===== config.mk =====
export PLATFORM = sky130hd
export DESIGN_NAME = mux_rr_arbiter
export DESIGN_NICKNAME = d
export VERILOG_FILES = /design/src/rtl/mux_rr_arbiter_pkg.sv /design/src/rtl/mux_rr_arbiter_rr_pick.sv /design/src/rtl/mux_rr_arbiter.sv
export SDC_FILE = /design/constraint.sdc
export NUM_CORES = 1
export LEC_CHECK = 0
export CAP_MARGIN = 20
export CORE_MARGIN = 2
export CORE_UTILIZATION = 25
export CTS_BUF_LIST = sky130_fd_sc_hd__clkbuf_8
export DETAILED_ROUTE_END_ITERATION = 16
export PLACE_DENSITY_LB_ADDON = 0.2
export SYNTH_ARGS = -nofsm -noshare
export SYNTH_HDL_FRONTEND = slang
export SYNTH_SLANG_ARGS = --single-unit

===== constraint.sdc =====
create_clock -name clk -period 8.6 [get_ports clk]
set_input_delay 1.29 -clock clk [delete_from_list [all_inputs] [get_ports clk]]
set_output_delay 1.29 -clock clk [all_outputs]
set_load 0.01 [all_outputs]

===== src/rtl/mux_rr_arbiter_pkg.sv =====
// mux_rr_arbiter_pkg: shared sizes, index type and state encoding for the round-robin mux arbiter
package mux_rr_arbiter_pkg;
  localparam int N_REQ = 8;
  localparam int IDX_W = 3;
  typedef logic [IDX_W-1:0] idx_t;
  typedef enum logic {IDLE, GRANT} state_t;
endpackage


===== src/rtl/mux_rr_arbiter_rr_pick.sv =====
// rr_pick: circular first-set search over req starting at index start (ports: req, start -> idx, found)
module rr_pick
  import mux_rr_arbiter_pkg::*;
(
  input  logic [N_REQ-1:0] req,
  input  idx_t             start,
  output idx_t             idx,
  output logic             found
);
  // Walk offsets from farthest to nearest so the nearest set bit wins.
  always_comb begin
    idx = '0;
    found = 1'b0;
    for (int i = N_REQ - 1; i >= 0; i--) begin
      if (req[idx_t'(start + idx_t'(i))]) begin
        idx = idx_t'(start + idx_t'(i));
        found = 1'b1;
      end
    end
  end
endmodule


===== src/rtl/mux_rr_arbiter.sv =====
// mux_rr_arbiter: 8-way round-robin arbiter with hold limit driving an 8:1 data mux (ports: clk, rst, req, data_in -> gnt, sel, valid, data_out)
module mux_rr_arbiter
  import mux_rr_arbiter_pkg::*;
#(
  parameter int MAX_HOLD = 4
) (
  input  logic             clk,
  input  logic             rst,
  input  logic [N_REQ-1:0] req,
  input  logic [N_REQ-1:0] data_in,
  output logic [N_REQ-1:0] gnt,
  output idx_t             sel,
  output logic             valid,
  output logic             data_out
);
  state_t     state;
  idx_t       ptr;
  logic [3:0] hold_cnt;
  idx_t       start;
  idx_t       pick_idx;
  logic       pick_found;
  logic       release_now;
  // While granting, search from the owner's successor so the owner itself is considered last.
  assign start = idx_t'((state == GRANT ? sel : ptr) + idx_t'(1));
  assign release_now = !req[sel] || hold_cnt == 4'(MAX_HOLD - 1);
  assign data_out = valid & data_in[sel];
  rr_pick u_pick (
    .req   (req),
    .start (start),
    .idx   (pick_idx),
    .found (pick_found)
  );
  always_ff @(posedge clk) begin
    if (rst) begin
      state <= IDLE;
      gnt <= '0;
      sel <= '0;
      valid <= 1'b0;
      hold_cnt <= '0;
      ptr <= idx_t'(N_REQ - 1);
    end else if (state == GRANT && !release_now) begin
      hold_cnt <= hold_cnt + 4'd1;
    end else if (pick_found) begin
      state <= GRANT;
      gnt <= (N_REQ)'(1) << pick_idx;
      sel <= pick_idx;
      valid <= 1'b1;
      hold_cnt <= '0;
      ptr <= pick_idx;
    end else begin
      state <= IDLE;
      gnt <= '0;
      sel <= '0;
      valid <= 1'b0;
      hold_cnt <= '0;
    end
  end
endmodule


## After elaboration in Yosys (flattened, before gate mapping)

Index checks and enable logic that the tools add are counted.

- Register bits: 19
- Output and inout bits: 13
- Input bits: 18
- Word-level logic and storage cells: 73

- Order comparisons: 9
- Multiplexer cells: 40
- Shifts and indexed selects: 1
- Bitwise operators: 2
- Eq/ne operators: 1
- Reductions and logical operators: 6
- Add/sub/neg operators: 9

Operator list:

| cell | number |
|---|---|
| less-than comparator 3 x 4 -> 1 bit, second input constant | 9 |
| binary-select mux 1 bit (select 3 bit) | 10 |
| two-way mux 3 bit | 10 |
| two-way mux 1 bit | 19 |
| adder 3 bit, second input constant | 4 |
| two-way mux 8 bit | 1 |
| left shift 1 x 3 -> 8 bit, first input constant | 1 |
| adder 3 x 1 -> 3 bit, second input constant | 2 |
| adder 3 x 2 -> 3 bit, second input constant | 2 |
| adder 4 x 1 -> 4 bit, second input constant | 1 |
| equality test 4 x 2 -> 1 bit, second input constant | 1 |
| zero test 1 bit | 2 |
| AND reduction 2 bit | 1 |
| OR reduction 2 bit | 1 |
| bitwise AND 1 bit | 1 |
| logical AND 1 bit | 1 |
| logical OR 1 bit | 1 |
| NOT 1 bit | 1 |

## Depth between registers and ports, before layout

- Depth in word-level cells: 15
- Mapped depth: 12
- Gate-level depth less buffers: 10

## Hierarchy

From an unflattened synthesis, not the netlist that was laid out.

- Cell total of the unflattened synthesis: 204
- Area total of the unflattened synthesis: 1949.4 µm²

By module, submodules not included:

| module | area each (µm²) | times used | sequential area each (µm²) | cells an instance |
|---|---|---|---|---|
| mux_rr_arbiter | 1167.4 | 1 | 380.4 | 114 |
| rr_pick | 782.0 | 1 | 0.0 | 90 |

## Worst setup path before layout

OpenSTA, ideal clock, no wires.

- Kind: reg2reg
- Start point: register state
- End point: register gnt[6]
- Cell stages (with the launch flop): 12
- Path slack: 4983 ps
- Library setup time: 87 ps
- Clock period less this slack: 3617 ps
- Path buffers: 1
- Data required time: 8513 ps
- Data arrival time: 3530 ps
- Cells stage by stage: dfxtp_1 -> buf_6 -> mux2i_1 -> inv_1 -> ha_1 -> xnor2_2 -> mux4_2 -> a221o_1 -> a311oi_2 -> o32ai_1 -> or3b_1 -> o31ai_1

- Word-level cells in the longest chain between the ends: 15
- Elaborated cells on any way between the ends: 44
- Those cells by class: add/sub: 8; shift: 1; mux: 34; reduce/logical: 1

RTL lines:

| element | line | RTL |
|---|---|---|
| from (decl) | mux_rr_arbiter.sv:16 | `state_t state;` |
| from (signal assigned) | mux_rr_arbiter.sv:35 | `state <= IDLE;` |
| from (signal assigned) | mux_rr_arbiter.sv:44 | `state <= GRANT;` |
| from (signal assigned) | mux_rr_arbiter.sv:51 | `state <= IDLE;` |
| two-way mux 3 bit | mux_rr_arbiter.sv:24 | `assign start = idx_t'((state == GRANT ? sel : ptr) + idx_t'(1));` |
| adder 3 x 1 -> 3 bit | mux_rr_arbiter.sv:24 |  |
| adder 3 bit | mux_rr_arbiter_rr_pick.sv:15, mux_rr_arbiter_rr_pick.sv:16 |  |
| binary-select mux 1 bit (select 3 bit) | mux_rr_arbiter_rr_pick.sv:15 | `if (req[idx_t'(start + idx_t'(i))]) begin` |
| two-way mux 1 bit (implied by the code) | mux_rr_arbiter_rr_pick.sv:15 |  |
| two-way mux 3 bit (8 in series) | mux_rr_arbiter_rr_pick.sv:15 |  |
| left shift 1 x 3 -> 8 bit | mux_rr_arbiter.sv:45 | `gnt <= (N_REQ)'(1) << pick_idx;` |
| two-way mux 8 bit | mux_rr_arbiter.sv:43 | `end else if (pick_found) begin` |
| to (signal assigned) | mux_rr_arbiter.sv:45 |  |
| to (decl) | mux_rr_arbiter.sv:11 | `output logic [N_REQ-1:0] gnt,` |

Parallel ways exist; a longest one is shown, timed or not. The select of a mux whose other input is x is not followed.
A chain may end at the register's enable or synchronous reset.

## Worst setup path in the final report

- Start point: register state
- End point: register gnt[0]

The elaborated chain is that of the path after synthesis.

==> metrics.md <==
| Metric | Value |
|---|---|
| Worst Path Arrival | `4340 ps` |
| Reg2reg end | `gnt[0]` |
| # port buffers | `30` |
| Die ar. | `7430 µm²` |
| GR Overflow Total | `0` |
| Drt pass-1 iters | `4` |
| Reg-to-reg slack, setup | `4400 ps` |
| Post-CTS setup buffers | `0` |
| Post-route ant nets | `0` |
| Peak VDD IR | `0.111 mV` |
| CP startpoint kind | `flop` |
| CP max FO | `14` |
| Rel. slew slack | `52.7%` |
| Setup crit end kind | `flop` |
| #FFs+latches synth | `19` |
| Die Ht | `86.2 µm` |
| Max Cap Viol | `0` |
| Filler cells | `672` |
| Share of cells above drive strength 1 | `8.97%` |
| Hold worst-path end | `gnt[4]` |
| Core footprint | `6460 µm²` |
| Final period util | `48.8%` |
| Main area contributors after synthesis | `dfxtp_1 (23%), mux2i_1 (11%), mux2_2 (4.7%), nand2_1 (4.4%), mux4_2 (4.0%)` |
| Post-synth top flop | `dfxtp_1` |
| Clk sinks | `19` |
| Post-route setup TNS | `0 ps` |
| Main combinational cell family by area after synthesis | `multiplexers` |
| Pin count of the biggest net entering global routing | `15` |
| Number of H-tree levels | `1` |
| Clock-pin transition on the worst setup and hold timing paths | `70 ps` |
| R2R depth | `10` |
| Global-route wire length before repair | `8160 µm` |
| Cells after Synth | `195` |
| Final setup fails | `0` |
| Top cells by instance count after synthesis | `nand2_1 (20), dfxtp_1 (19), mux2i_1 (19), a21oi_1 (11), nor2_1 (11)` |
| Clock buffer count from CTS | `3` |
| XOR/XNOR Fraction of Synth Area | `2.96%` |
| R2r startpoint | `state` |
| Status | `finished, final reports clean` |
| Maximum clock path buffer count | `2` |
| Async S/R FF share, synth | `0%` |
| Vias in the first global route | `1593` |
| Root buf cell | `clkbuf_8` |
| Wirelength, routed | `4940 µm` |
| Non-Filler Instances | `300` |
| Netlist cell types | `46` |
| Min-Delay Path Class | `reg2reg` |
| Post-Syn Nets | `215` |
| Synthesized area per cell | `8.66 µm²` |
| Drt wl/cell | `16.5 µm` |
| Fmax | `238 MHz` |
| I/O pin total | `31` |
| Final setup skew | `1.56 ps` |
| PwrDens | `376 nW/µm²` |
| Lkg Pwr | `0.000734 µW` |
| Max Slew Vio Count | `0` |
| Synth Warn # | `0` |
| Compound-Gate Fraction of Synth Area | `22.2%` |
| Register area share after synthesis | `22.5%` |
| Post-Place Worst Slack | `4400 ps` |
| Hold_buf cts | `0` |
| Mapped Area | `1690 µm²` |
| Initial antenna violation count | `0` |
| Worst skew pair latency | `250 ps` |
| Min setup slack post-route | `4400 ps` |
| Placed Area | `2040 µm²` |
| Post-synthesis adder-cell area fraction | `1.48%` |
| Post-synth top area share | `22.5%` |
| Initial Util | `26.2%` |
| CTS tree | `done` |
| Actual slew at the worst max-slew pin | `690 ps` |
| Number of remaining DRC errors | `0` |
| Overall routing resource usage | `13.4%` |
| HPWL after detailed placement | `3700 µm` |
| Hold Crit Start | `gnt[4]` |
| Mux share of post-synthesis cell area | `25.7%` |
| Chip Width | `86.2 µm` |
| Count leader, synth | `nand2_1` |
| Fin. Hold Viols | `0` |
| WS Path Type | `reg2reg` |
| Final critical-path required period | `4200 ps` |
| Worst Hold Depth | `2` |
| Detailed-route via count | `1705` |
| Placer Congestion | `0.884` |
| Resized Gates After CTS | `0` |
| RSZ-0062 raised after global routing | `false` |
| Final instance area | `2080 µm²` |
| Simple-gate area share of the yosys netlist | `21.0%` |
| Area growth syn-to-layout | `23.2%` |
| Post-layout nets | `244` |
| Req. time, crit path | `8750 ps` |
| Yosys top cell by area | `dfxtp_1` |
| Placed cell count | `296` |
| Vias per inst | `5.68` |
| Post-synth EDFFs | `0` |
| Antenna cells | `0` |
| Number of cell rows | `29` |
| DR iter-0 viols | `208` |
## registers in the layout, summed over array words and instances (netlist names)
name      flops
sel           3
state         1
hold_cnt      4
gnt           8
ptr           3
## stage by stage
step	power (µW)	hold WS [ps]	util [%]
6_report	783	456	32.2
5_1_grt	850	473	32.2
4_1_cts	781	463	32.2
3_5_place_dp	716	448	31.5
3_3_place_gp	723	445	31.5
2_1_floorplan	563	432	-
## power by group
part	internal (µW)	switching [µW]
Sequential	120	31.1
Clock	31.7	27.7
Combinational	248	325
## placed cells by master, fill, tap and decap left out, types with 7 or more instances in the layout
master           instances
a21oi_1                 11
nand3_1                  8
o21ai_0                  9
mux2i_1                 19
dfxtp_1                 19
clkdlybuf4s50_1         30
nor3_1                  10
mux2_2                   7
or3_1                    9
nand2_1                 20
nor2_1                  11
## critical path: stages (launching register included)
cell      delay [ps]
dfxtp_1          590
mux2i_4          570
inv_2            240
ha_1             340
xnor2_2          410
mux2i_1          340
mux2_2           270
o21ai_0          100
a211oi_1         490
mux2_2           470
a32o_1           270
## cell type report
cell class                      instances  area [µm²]  share of cell area, %
Multi-Input combinational cell        165        1240                   59.6
Sequential cell                        19         380                   18.3
Tap cell                               77        96.3                   4.63
Inverter                                5        18.8                  0.902
Timing Repair Buffer                   30         300                   14.4
Clock buffer                            3        41.3                   1.98
Clock inverter                          1        3.75                  0.180
## layer usage
metal	track usage, %	up-vias	wire length, µm
met1	19.5	814	2400
li1	-	819	-
met4	2.98	0	55
met2	20.4	64	2160
met3	2.67	8	319
met5	0	-	0
## kinds of logic (layout without fill, tap and decap cells)
logic type,Yosys count,count (layout)
adder cells (fa/ha/maj),2,2
XOR/XNOR,4,4
buffers and inverters,11,39
AND/OR/NAND/NOR,71,71
flip-flops,19,19
AO/OA/AOI/OAI,55,55
multiplexers,33,33
## how the worst max path moves through the flow
stage | from | endpoint | slack, ps
6_report | state | gnt[0] | 4400
5_1_grt | state | gnt[0] | 4040
4_1_cts | state | gnt[6] | 4440
3_5_place_dp | req[2] | gnt[0] | 4400
3_3_place_gp | req[3] | gnt[0] | 4360
2_1_floorplan | state | gnt[6] | 4980
Note: power is estimated with default switching activity, not from simulation.
==> edit (config.mk and constraints unchanged) <==
Reset style: asynchronous (`rst`), changed in one clocked block.
--- a/src/rtl/mux_rr_arbiter.sv
+++ b/src/rtl/mux_rr_arbiter.sv
@@ -30,7 +30,7 @@
     .idx   (pick_idx),
     .found (pick_found)
   );
-  always_ff @(posedge clk) begin
+  always_ff @(posedge clk or posedge rst) begin
     if (rst) begin
       state <= IDLE;
       gnt <= '0;
Behaviour: differs if rst is asserted again (counterexample within 4 cycles, from zero or initial values and one cycle with rst high); with rst held inactive, the same outputs for 10 cycles.
==> edit against the unedited design <==
  * Worst setup slack gained 0.090 ns
  * Design area grew 8.4%
  * Via count shrank 6.4%
  * Sequential cell count is the same
  * Synthesized area grew 8.3%
  * Maximum frequency grew 2.2%
  * Routed wire length grew 2.4%
  * Critical path type is now input pin to output port
Power is not shown: default switching activity piles up to over one toggle a cycle in this logic, so the estimate is an artifact.
==> edit: results (changes against the unedited design) <==
Run status
Run status: complete, no violations (unchanged).

Drt
The average routed wire per standard cell came to 16.79 um (was 16.45 um). The routed via count divided by cell count was 5.302 (was 5.683). The number of iterations in the first detailed-routing pass is 4 (unchanged). The DRC violation total after the first TritonRoute iteration is 104 (was 208).

Synthesis
Top cells by instance count after synthesis: sky130_fd_sc_hd__mux2i_1, sky130_fd_sc_hd__dfrtp_1, sky130_fd_sc_hd__nand2_1 (was sky130_fd_sc_hd__nand2_1, sky130_fd_sc_hd__dfxtp_1, sky130_fd_sc_hd__mux2i_1). Largest cells by area after synthesis: sky130_fd_sc_hd__dfrtp_1, sky130_fd_sc_hd__mux4_2, sky130_fd_sc_hd__mux2i_1, sky130_fd_sc_hd__dfstp_2, sky130_fd_sc_hd__mux2i_4 (was sky130_fd_sc_hd__dfxtp_1, sky130_fd_sc_hd__mux2i_1, sky130_fd_sc_hd__mux2_2, sky130_fd_sc_hd__nand2_1, sky130_fd_sc_hd__mux4_2). The synthesized netlist net count is 195 (was 215).

The most numerous cell in the Yosys netlist is sky130_fd_sc_hd__mux2i_1 (was sky130_fd_sc_hd__nand2_1). The leading register cell type out of synthesis is sky130_fd_sc_hd__dfrtp_1 (was sky130_fd_sc_hd__dfxtp_1). The post-synthesis sequential area ratio is 26.20% (was 22.52%). The share of async-settable or async-resettable flops after synthesis is 100.0% (was 0%). The post-synthesis cell type count is 53 (was 46).

GRT
The overall fraction of global-route tracks in use was 13.24% (was 13.38%). The first-pass GRT wire length is 8224 um (was 8155 um). The pin count of the biggest net entering global routing is 20 (was 15).

The number of antenna violations at the first check in global routing was 0 (unchanged).

Layout
The flip-flop count of the largest register, all copies and words added came to 8 (unchanged). The count of antenna diodes in the layout is 0 (unchanged). The total of fill cells in the finished design is 741 (was 672). The net count of the finished layout was 224 (was 244). The ratio of cells with drive above 1 in the final layout is 15.84% (was 8.969%).

Clock network
The number of buffers inserted during clock tree synthesis is 3 (unchanged). The clock root buffer master is sky130_fd_sc_hd__clkbuf_8 (unchanged). The number of buffers added for setup after CTS is 0 (unchanged). The insertion delay to the later sink of the worst-skew pair was 0.25 ns (about the same). The post-cts resize count was 0 (unchanged).

Setup path
The critical path's slowest cell was sky130_fd_sc_hd__clkdlybuf4s50_1 (was sky130_fd_sc_hd__dfxtp_1). The stage delay of the slowest cell on the critical path is 0.47 ns (was 0.59 ns). The reg-to-reg critical path endpoint is gnt[0]$_DFFE_PP0N_ (was gnt[0]$_SDFFE_PP0N_). The highest net fanout along the worst path was 1 (was 14). The critical path startpoint is data_in[4] (was state$_SDFFE_PP0N_). The start of the worst register-to-register path is state$_DFFE_PP0N_ (was state$_SDFFE_PP0N_). The capture point of the critical path is data_out (was gnt[0]$_SDFFE_PP0N_).

The data arrival at the endpoint of the critical path is 2.82 ns (was 4.34 ns). The register-to-register path setup slack is 4.49 ns (was 4.40 ns).

Timing
The worst slew slack as a fraction of its limit was 49.03% (was 52.71%). The largest clock skew in the final design is 0.002768 ns (was 0.001559 ns).

Placement
The half-perimeter wire length after placement came to 3778 um (was 3699 um). The weighted congestion at the end of routability-driven global placement is 0.7840 (was 0.8842).
==> edit: changes by cell type in the layout (fill, tap and decap cells not counted), moves of 8 or more <==
cell and delta:
sky130_fd_sc_hd__dfxtp_1 -19, sky130_fd_sc_hd__dfrtp_1 +16, sky130_fd_sc_hd__or3_1 -9, sky130_fd_sc_hd__mux4_2 +8
==> edit: layout make-up <==
cell class / instances / area (um^2) / share of cell area [%]
Multi-Input combinational cell: 143 / 1279 / 56.68
Tap cell: 99 / 123.9 / 5.491
Timing Repair Buffer: 31 / 307.8 / 13.64
Clock inverter: 1 / 3.754 / 0.1664
Sequential cell: 19 / 479.2 / 21.24
Clock buffer: 3 / 41.29 / 1.830
Inverter: 5 / 21.27 / 0.9429
==> edit: how the worst min path moves through the flow <==
stage,start,end,slack [ns],depth (start not counted)
after floorplan,hold_cnt[0]$_DFF_PP0_,hold_cnt[0]$_DFF_PP0_,0.43,1
after global routing,ptr[2]$_DFFE_PP1P_,ptr[2]$_DFFE_PP1P_,0.49,2
after global placement,hold_cnt[0]$_DFF_PP0_,hold_cnt[0]$_DFF_PP0_,0.46,1
after CTS,ptr[2]$_DFFE_PP1P_,ptr[2]$_DFFE_PP1P_,0.48,2
final,hold_cnt[0]$_DFF_PP0_,hold_cnt[0]$_DFF_PP0_,0.48,1
after detailed placement,ptr[2]$_DFFE_PP1P_,ptr[2]$_DFFE_PP1P_,0.47,2
==> edit: logic make-up after synthesis <==
logic type	Yosys count	synth area share [%]
compound gates	49	18.54
simple gates	49	14.77
mux	37	30.98
flops	19	26.20
buf+inv	12	3.898
xor+xnor	5	3.557
fa+ha+maj	3	2.052
==> edit: stage by stage <==
| step | hold slack, ns | cells | setup slack (ns) | instance area [um^2] | utilization (%) |
|---|---|---|---|---|---|
| 2_1_floorplan | 0.4317 | 174 | 5.044 | 1829 | - |
| 3_3_place_gp | 0.4577 | 297 | 4.403 | 2211 | 30.81 |
| 6_report | 0.4843 | 301 | 4.494 | 2256 | 31.44 |
| 3_5_place_dp | 0.4721 | 297 | 4.404 | 2211 | 30.81 |
| 5_1_grt | 0.4917 | 301 | 4.096 | 2256 | 31.44 |
| 4_1_cts | 0.4841 | 301 | 4.444 | 2256 | 31.44 |
==> edit: worst max-delay path, delay by kind of cell <==
| family | cells | cell delay [ns] |
|---|---|---|
| AND/OR/NAND/NOR | 1 | 0.06 |
| buffers and inverters | 2 | 0.88 |
| multiplexers | 2 | 0.59 |
==> edit: routing by layer <==
| layer | track usage (%) | up-vias | routed length (um) |
|---|---|---|---|
| li1 | - | 735 | - |
| met1 | 20.05 | 812 | 2524 |
| met2 | 19.99 | 49 | 2277 |
| met3 | 2.678 | 0 | 253 |
| met4 | 1.493 | 0 | 0 |
| met5 | 0 | - | 0 |
